## src/rtl/key_evt_pkg.sv

```systemverilog
// Shared types and constant helpers for the key event decoder.
package key_evt_pkg;

   typedef enum logic [2:0] {
      IDLE      = 3'd0,
      PRESS1    = 3'd1,
      WAIT2     = 3'd2,
      PRESS2    = 3'd3,
      LONG_HELD = 3'd4
   } key_state_t;

   function automatic int ms_cycles(input int clk_freq);
      return (clk_freq / 1000 < 1) ? 1 : clk_freq / 1000;
   endfunction

   // Bits needed to hold the largest of three values; never less than one.
   function automatic int cnt_width(input int a, input int b, input int c);
      int m;
      m = a;
      if (b > m) m = b;
      if (c > m) m = c;
      return ($clog2(m + 1) < 1) ? 1 : $clog2(m + 1);
   endfunction

endpackage

```

## src/rtl/key_ms_tick.sv

```systemverilog
// Millisecond prescaler: counts 0..CYC_PER_MS-1 and flags the terminal count.
module key_ms_tick
   import key_evt_pkg::*;
#(
   parameter int CYC_PER_MS = 100_000
) (
   input  logic sys_clk,
   input  logic sys_rst_n,
   input  logic clr,
   output logic ms_tick
);

   localparam int PW = cnt_width(CYC_PER_MS - 1, 0, 0);
   localparam logic [PW-1:0] TERM = PW'(CYC_PER_MS - 1);

   logic [PW-1:0] pre;

   assign ms_tick = (pre == TERM);

   always_ff @(posedge sys_clk or negedge sys_rst_n) begin
      if (!sys_rst_n) begin
         pre <= '0;
      end else if (clr || ms_tick) begin
         pre <= '0;
      end else begin
         pre <= pre + 1'b1;
      end
   end

endmodule

```

## src/rtl/key_event_decoder.sv

```systemverilog
// Classifies debounced key events into short-press, double-click and long-press pulses.
// Optional auto-repeat while long-held is built only when KEY_EVT_REPEAT_EN is defined.
module key_event_decoder
   import key_evt_pkg::*;
#(
   parameter int CLK_FREQ  = 100_000_000,
   parameter int LONG_MS   = 1000,
   parameter int DCLICK_MS = 300,
   parameter int REPEAT_MS = 200
) (
   input  logic       sys_clk,
   input  logic       sys_rst_n,
   input  logic       key_flag,
   input  logic       key_value,
   output logic       short_press,
   output logic       double_click,
   output logic       long_press,
   output logic       key_repeat,
   output logic [2:0] key_state
);

   localparam int CYC_PER_MS = ms_cycles(CLK_FREQ);
   localparam int CNT_W      = cnt_width(LONG_MS, DCLICK_MS, REPEAT_MS);

   localparam logic [CNT_W-1:0] CNT_MAX   = '1;
   localparam logic [CNT_W-1:0] LONG_LAST = CNT_W'(LONG_MS - 1);
   localparam logic [CNT_W-1:0] DCLK_LAST = CNT_W'(DCLICK_MS - 1);

   key_state_t       state, state_nx;
   logic [CNT_W-1:0] ms_cnt;
   logic             press, release_evt;
   logic             ms_tick, clr;
   logic             long_hit, dclk_hit;
   logic             short_nx, dbl_nx, long_nx;

   assign press       = key_flag & ~key_value;
   assign release_evt = key_flag &  key_value;

   // A timeout is recognised on the tick that would move ms_cnt onto the limit,
   // so the registered pulse lands exactly LIMIT*CYC_PER_MS+1 cycles after entry.
   assign long_hit = ms_tick && (ms_cnt == LONG_LAST);
   assign dclk_hit = ms_tick && (ms_cnt == DCLK_LAST);

   assign clr       = (state_nx != state);
   assign key_state = state;

   key_ms_tick #(
      .CYC_PER_MS (CYC_PER_MS)
   ) u_ms_tick (
      .sys_clk   (sys_clk),
      .sys_rst_n (sys_rst_n),
      .clr       (clr),
      .ms_tick   (ms_tick)
   );

`ifdef KEY_EVT_REPEAT_EN
   localparam logic [CNT_W-1:0] REP_LAST = CNT_W'(REPEAT_MS - 1);
   logic rep_hit, rep_nx;
   assign rep_hit = (state == LONG_HELD) && ms_tick && (ms_cnt == REP_LAST);
   assign rep_nx  = rep_hit && !release_evt;

   always_ff @(posedge sys_clk or negedge sys_rst_n) begin
      if (!sys_rst_n) begin
         key_repeat <= 1'b0;
      end else begin
         key_repeat <= rep_nx;
      end
   end
`else
   logic rep_hit;
   assign rep_hit    = 1'b0;
   assign key_repeat = 1'b0;
`endif

   always_comb begin
      state_nx = state;
      short_nx = 1'b0;
      dbl_nx   = 1'b0;
      long_nx  = 1'b0;
      case (state)
         IDLE: begin
            if (press) state_nx = PRESS1;
         end
         PRESS1: begin
            if (release_evt) begin
               state_nx = WAIT2;
            end else if (long_hit) begin
               state_nx = LONG_HELD;
               long_nx  = 1'b1;
            end
         end
         WAIT2: begin
            if (press) begin
               state_nx = PRESS2;
            end else if (dclk_hit) begin
               state_nx = IDLE;
               short_nx = 1'b1;
            end
         end
         PRESS2: begin
            if (release_evt) begin
               state_nx = IDLE;
               dbl_nx   = 1'b1;
            end
         end
         LONG_HELD: begin
            if (release_evt) state_nx = IDLE;
         end
         default: state_nx = IDLE;
      endcase
   end

   always_ff @(posedge sys_clk or negedge sys_rst_n) begin
      if (!sys_rst_n) begin
         state        <= IDLE;
         short_press  <= 1'b0;
         double_click <= 1'b0;
         long_press   <= 1'b0;
      end else begin
         state        <= state_nx;
         short_press  <= short_nx;
         double_click <= dbl_nx;
         long_press   <= long_nx;
      end
   end

   // ms_cnt restarts on every transition and after each repeat; otherwise it saturates.
   always_ff @(posedge sys_clk or negedge sys_rst_n) begin
      if (!sys_rst_n) begin
         ms_cnt <= '0;
      end else if (clr || rep_hit) begin
         ms_cnt <= '0;
      end else if (ms_tick && (ms_cnt != CNT_MAX)) begin
         ms_cnt <= ms_cnt + 1'b1;
      end
   end

endmodule

```

## config.mk

```make
export PLATFORM = sky130hd
export DESIGN_NAME = key_event_decoder
export DESIGN_NICKNAME = d
export VERILOG_FILES = /design/src/rtl/key_evt_pkg.sv /design/src/rtl/key_ms_tick.sv /design/src/rtl/key_event_decoder.sv
export SDC_FILE = /design/constraint.sdc
export NUM_CORES = 1
export LEC_CHECK = 0
export CORE_MARGIN = 4
export CORE_UTILIZATION = 53
export DETAILED_ROUTE_END_ITERATION = 10
export PLACE_DENSITY = 0.81
export RECOVER_POWER = 100
export SYNTH_ARGS = -nofsm -noshare
export SYNTH_HDL_FRONTEND = slang
export SYNTH_SLANG_ARGS = --single-unit
```

## constraint.sdc

```tcl
create_clock -name sys_clk -period 1.9 [get_ports sys_clk]
set_input_delay 0.57 -clock sys_clk [delete_from_list [all_inputs] [get_ports sys_clk]]
set_output_delay 0.57 -clock sys_clk [all_outputs]
set_load 0.02 [all_outputs]
```

Yosys cells after proc, flatten, opt, wreduce, memory -nomap -nowiden

Cells that the tools add are included.

Bitwise logic cells: 3
Eq/ne operators: 9
Reductions and logical operators: 7
Mux-type cells: 18
$add $sub $neg: 2

Operators by type and width:

| operator                                                                | number |
|---|---|
| 10-bit 2-to-1 mux                                                       | 2 |
| 3-bit 2-to-1 mux                                                        | 6 |
| 17-bit by 1-bit adder with 17-bit output (second input constant)        | 1 |
| 17-bit equality test (second input constant)                            | 1 |
| 17-bit 2-to-1 mux                                                       | 1 |
| 3-bit one-hot mux with 4 select lines                                   | 1 |
| 10-bit by 1-bit adder with 10-bit output (second input constant)        | 1 |
| 10-bit equality test (second input constant)                            | 1 |
| 10-bit by 9-bit equality test with 1-bit output (second input constant) | 1 |
| 10-bit != test (second input constant)                                  | 1 |
| 1-bit 2-to-1 mux                                                        | 8 |
| 3-bit by 2-bit equality test with 1-bit output (second input constant)  | 2 |
| 3-bit by 1-bit equality test with 1-bit output (second input constant)  | 1 |
| 3-bit equality test (second input constant)                             | 1 |
| 1-bit logical AND                                                       | 3 |
| 3-bit zero test                                                         | 1 |
| 3-bit != test                                                           | 1 |
| 1-bit bitwise AND                                                       | 2 |
| 2-bit nonzero test                                                      | 1 |
| 2-bit OR reduction                                                      | 1 |
| 1-bit logical OR                                                        | 1 |
| 1-bit NOT                                                               | 1 |

Flip-flop bits (word level): 33
Word-level logic and storage cells: 45

Longest topological paths before layout

Depth in word-level cells: 8
Mapped depth: 7

Modules after synthesis

A second synthesis with hierarchy kept.

Cells, all modules: 177
Area, all modules: 1,745.4 sq um

By module, submodules not included:

| module            | cells an instance | area each (sq um) | seq. area each (sq um) | instances |
|---|---|---|---|---|
| key_event_decoder | 90                | 897.1             | 400.4                  | 1 |
| key_ms_tick       | 87                | 848.3             | 425.4                  | 1 |

Worst setup path after synthesis

OpenSTA, ideal clock, no wires.

Kind: register to register
From: reg u_ms_tick.pre[11]
To: reg ms_cnt[9]
Arrival: 1.767 ns
Setup time: 0.119 ns
Data required time: 1.781 ns
Setup slack: 0.015 ns
Stages on the path, launching flop included: 7
Clock period less this slack: 1.885 ns
Path through: dfrtp_1 -> or4b_4 -> nor4_4 -> a21boi_2 -> o31ai_4 -> buf_6 -> nor2_1

Longest elaborated chain between the ends: 7
Elaborated cells on any way between the ends: 12

Ends and longest elaborated chain:

| item                                                           | line                                             | RTL |
|---|---|---|
| start, declared                                                | key_ms_tick.sv:16                                | `logic [PW-1:0] pre;` |
| start signal, assigned                                         | key_ms_tick.sv:26                                | `pre <= pre + 1'b1;` |
| 17-bit equality test (*)                                       | key_ms_tick.sv:18                                | `assign ms_tick = (pre == TERM);` |
| 1-bit logical AND, on equally long branches                    | key_event_decoder.sv:42, key_event_decoder.sv:41 |  |
| 3-bit 2-to-1 mux, on equally long branches                     | key_event_decoder.sv:95, key_event_decoder.sv:87 |  |
| 3-bit 2-to-1 mux, on equally long branches                     | key_event_decoder.sv:93, key_event_decoder.sv:85 |  |
| 3-bit one-hot mux with 4 select lines                          | key_event_decoder.sv:80                          | `case (state)` |
| 3-bit != test                                                  | key_event_decoder.sv:44                          | `assign clr = (state_nx != state);` |
| 10-bit 2-to-1 mux / 2-bit nonzero test (equally long branches) | -                                                |  |
| end signal, assigned                                           | key_event_decoder.sv:134                         | `ms_cnt <= ms_cnt + 1'b1;` |
| end, declared                                                  | key_event_decoder.sv:30                          | `logic [CNT_W-1:0] ms_cnt;` |

Every way passes the cells marked *; elsewhere a longest branch is shown, timed or not.
A chain may end at the register's enable or synchronous reset.

Worst setup path in the final report

From: reg ms_cnt[6]
To: reg ms_cnt[2]

Longest elaborated chain between the ends: 7
Elaborated cells on any way between the ends: 14

Ends and longest elaborated chain:

| item                                                                                           | line |
|---|---|
| 10-bit by 9-bit equality test with 1-bit output / 10-bit equality test (equally long branches) | key_event_decoder.sv:42, key_event_decoder.sv:41 |
| 1-bit logical AND, on equally long branches                                                    | key_event_decoder.sv:42, key_event_decoder.sv:41 |
| 3-bit 2-to-1 mux, on equally long branches                                                     | key_event_decoder.sv:95, key_event_decoder.sv:87 |
| 3-bit 2-to-1 mux, on equally long branches                                                     | key_event_decoder.sv:93, key_event_decoder.sv:85 |
| 3-bit one-hot mux with 4 select lines                                                          | key_event_decoder.sv:80 |
| 3-bit != test                                                                                  | key_event_decoder.sv:44 |
| 10-bit 2-to-1 mux / 2-bit nonzero test (equally long branches)                                 | - |

Several ways; a longest one is shown, not always the timed one.

==> flow_summary.yaml <==
setup_path:
  cp_slowest_stage_delay_ns: 0.43
  critPathCaptureType: "register"
  crit_chain: "or3b_4 > o31ai_4 > a21oi_2 > buf_4 > o31ai_4 > buf_6 > buf_6 > nor2_2"
  rrSetupSlack_ns: -0.18
  cp.required_ns: 2.13
  slowest_stage: "dfrtp_2"
  r2r-start: "ms_cnt[6]"
  critPathLaunchType: "register"
  timing.rr.end: "ms_cnt[2]"
  ff2ff_path_depth: 8
  crit_type: "register to register"
  startpoint: "ms_cnt[6]"
  path_max_fanout: 5
  worstPathArrival_ns: 2.31
layout:
  layout-drive-gt1-share: 0.338
  layout_commonest_cell: "dfrtp_1"
  multi_input_area_um2: 1080
  nFillCells: 205
  area_delta_synth_final_pct: 34.4
  fin_util: 0.736
  insertedDiodeCount: 0
  regArea_um2: 827
  layout.cells.most_common_list: "32 x dfrtp_1, 28 x nor2_1, 28 x buf_4"
  final_net_count: 239
  fin_area_um2: 2450
global_route:
  overflow: 0
  grt_pass1_vias: 1649
  grt_pass1_wl_um: 7620
  grt_start_max_net_pins: 34
  antenna_found_initial: 0
  grt_usage: 0.229
timing:
  fin_skew_ns: 0.00892
  tightest_slew_ns: 0.807
  hold_slack_ns: 0.587
  maxSlewViolCount: 0
  hold_viol: 0
  max-slew-margin-rel: 0.462
  timing.final.crit_share: 1.09
  finalSetupViolCount: 30
  rsz0062_at_grt: "yes"
  period_minus_slack_ns: 2.08
  fin_ws_ns: -0.178
  timing.fmax_ghz: 0.481
synthesis:
  syn_nets: 194
  yosysTopAreaCell: "dfrtp_1"
  synth_top_area_frac: 0.452
  synth_cells: 188
  synth.distinct_cells: 42
  syn_area_um2: 1830
  async_flop_share: 1.00
  yosys_warnings: 0
  yosysSeqAreaShare: 0.452
  syn_avg_cell_area_um2: 9.72
  synthFlopType: "dfrtp_1"
  ys_seq_elements: 33
  synth_area_leaders: "dfrtp_1 45%, xnor2_1 7.2%, nor2_1 7.0%, xor2_1 4.8%, nand2_1 3.1%"
  synth-edff-count: 0
pwr:
  leakagePower_nw: 1.02
  powerDensity_nw_per_um2: 771
  p_total_w: 0.00189
  peakVddDrop_uv: 467
clock_network:
  cts.clk_slew.worst_paths_ns: 0.11
  cts-root-buf: "clkbuf_4"
  clk_latency_ns: 0.34
  cts_max_path_buffers: 2
  cts_hold_buf: 0
  cts_tree: "done"
  cts_sinks: 33
  ctsHtreeMaxLevel: 2
  numCtsBuffers: 5
drt:
  wirelength_um: 5120
  wl_per_cell_um: 18.3
  wl_met3_um: 289
  vias_per_cell: 5.95
  initialDrtViolationCount: 177
  antenna_left: 0
  drt-pass1-iter-count: 4
  routed.top_layer: "met4"
  vias: 1667
  wl_met2_um: 2550
  routedLengthMet1_um: 2000
  drc: 0
placement:
  portBuffers: 9
  place.gp.congestion: 0.830
  place_area_um2: 2150
  dp_hpwl_um: 2770
status:
  violations: "setup timing"
  status: "complete, but fails checks"
min_path:
  holdPathEnd: "ms_cnt[5]"
  hold_depth: 2
  hp-start: "ms_cnt[5]"
  min_path_type: "register to register"
floorplanning:
  chipWidth_um: 66.7
  core_area_um2: 3340
  initial_utilization: 0.547
  rows: 21
  io_pins: 11
  dieHeight_um: 66.7
  die_area_um2: 4450
job:
  max_cap_violations: 0
==> worst max path at each step <==
stage | endpoint | slack, ns | cells past startpoint
finish | ms_cnt[2] | -0.18 | 8
global route | u_ms_tick.pre[8] | -0.21 | 8
CTS | short_press | -0.14 | 4
detailed placement | u_ms_tick.pre[16] | -0.63 | 6
global placement | u_ms_tick.pre[5] | -0.57 | 6
floorplan | ms_cnt[9] | 0.01 | 6
==> routing by layer <==
metal	up-vias	GRT usage
met1	817	0.259
met3	26	0.0422
met5	-	0
met2	82	0.405
met4	0	0.124
li1	742	-
==> power by group <==
group | internal [W] | switching, W | total [W] | leakage [nW]
logic | 0.000191 | 0.000227 | 0.000418 | 0.510
registers | 0.000746 | 0.0000677 | 0.000814 | 0.451
clock network | 0.000407 | 0.000254 | 0.000661 | 0.0552
==> flip-flops by register name, summed over array words and instances (netlist names) <==
signal,flops
long_press,1
key_state,3
double_click,1
ms_cnt,10
u_ms_tick.pre,17
short_press,1
==> stage by stage <==
step                      std cells  setup slack (ns)  setup TNS (ns)
after detailed placement        266            -0.630          -16.16
after global placement          266            -0.573          -15.13
final                           280            -0.178           -3.82
after CTS                       281            -0.141           -1.63
after floorplan                 188            0.0148               0
after global routing            280            -0.211           -5.02
==> synth_stat cells, types with 2 or more instances <==
master / instances
and2b_2: 2
dfrtp_1: 33
nor2_1: 34
nand4bb_1: 3
xnor2_1: 15
buf_6: 3
nor3b_1: 2
a21oi_1: 8
a21o_2: 2
and4_1: 2
nor4b_1: 2
nor3_1: 5
nand2_1: 15
ha_1: 2
xor2_1: 10
nor4_1: 5
inv_1: 6
nand4_1: 5
o21ai_0: 2
or3_1: 2
nand3_1: 9
==> layout make-up <==
type,count,area share
multi-input cells,144,0.442
repair buffers,43,0.147
inverters,6,0.00917
well taps,46,0.0234
clock inverters,3,0.0265
clock buffers,5,0.0153
flip-flops and latches,33,0.337
==> cells by family (layout without fill, tap and decap cells) <==
| logic type | after synthesis | count (layout) | share of synthesized area |
|---|---|---|---|
| AO/OA/AOI/OAI | 17 | 17 | 0.0706 |
| XOR/XNOR | 25 | 25 | 0.120 |
| adder cells (fa/ha/maj) | 2 | 2 | 0.0137 |
| buffers and inverters | 11 | 57 | 0.0377 |
| flip-flops | 33 | 33 | 0.452 |
| other | 1 | 1 | 0.00205 |
| AND/OR/NAND/NOR | 99 | 99 | 0.304 |
==> critical path: cells and delay by family, from the launching register on <==
kind	cells	cell delay, ns
AO/OA/AOI/OAI	3	0.62
AND/OR/NAND/NOR	2	0.47
buffers and inverters	3	0.44
flip-flops	1	0.43
==> timing repair <==
action                                  4_1_cts  5_1_grt
setup buffers                                 6        1
resized for setup                            19       22
endpoints found under the setup margin       31       33
cloned                                        1        0
pin swaps                                     8        9
Note: power is estimated with default switching activity, not from simulation.
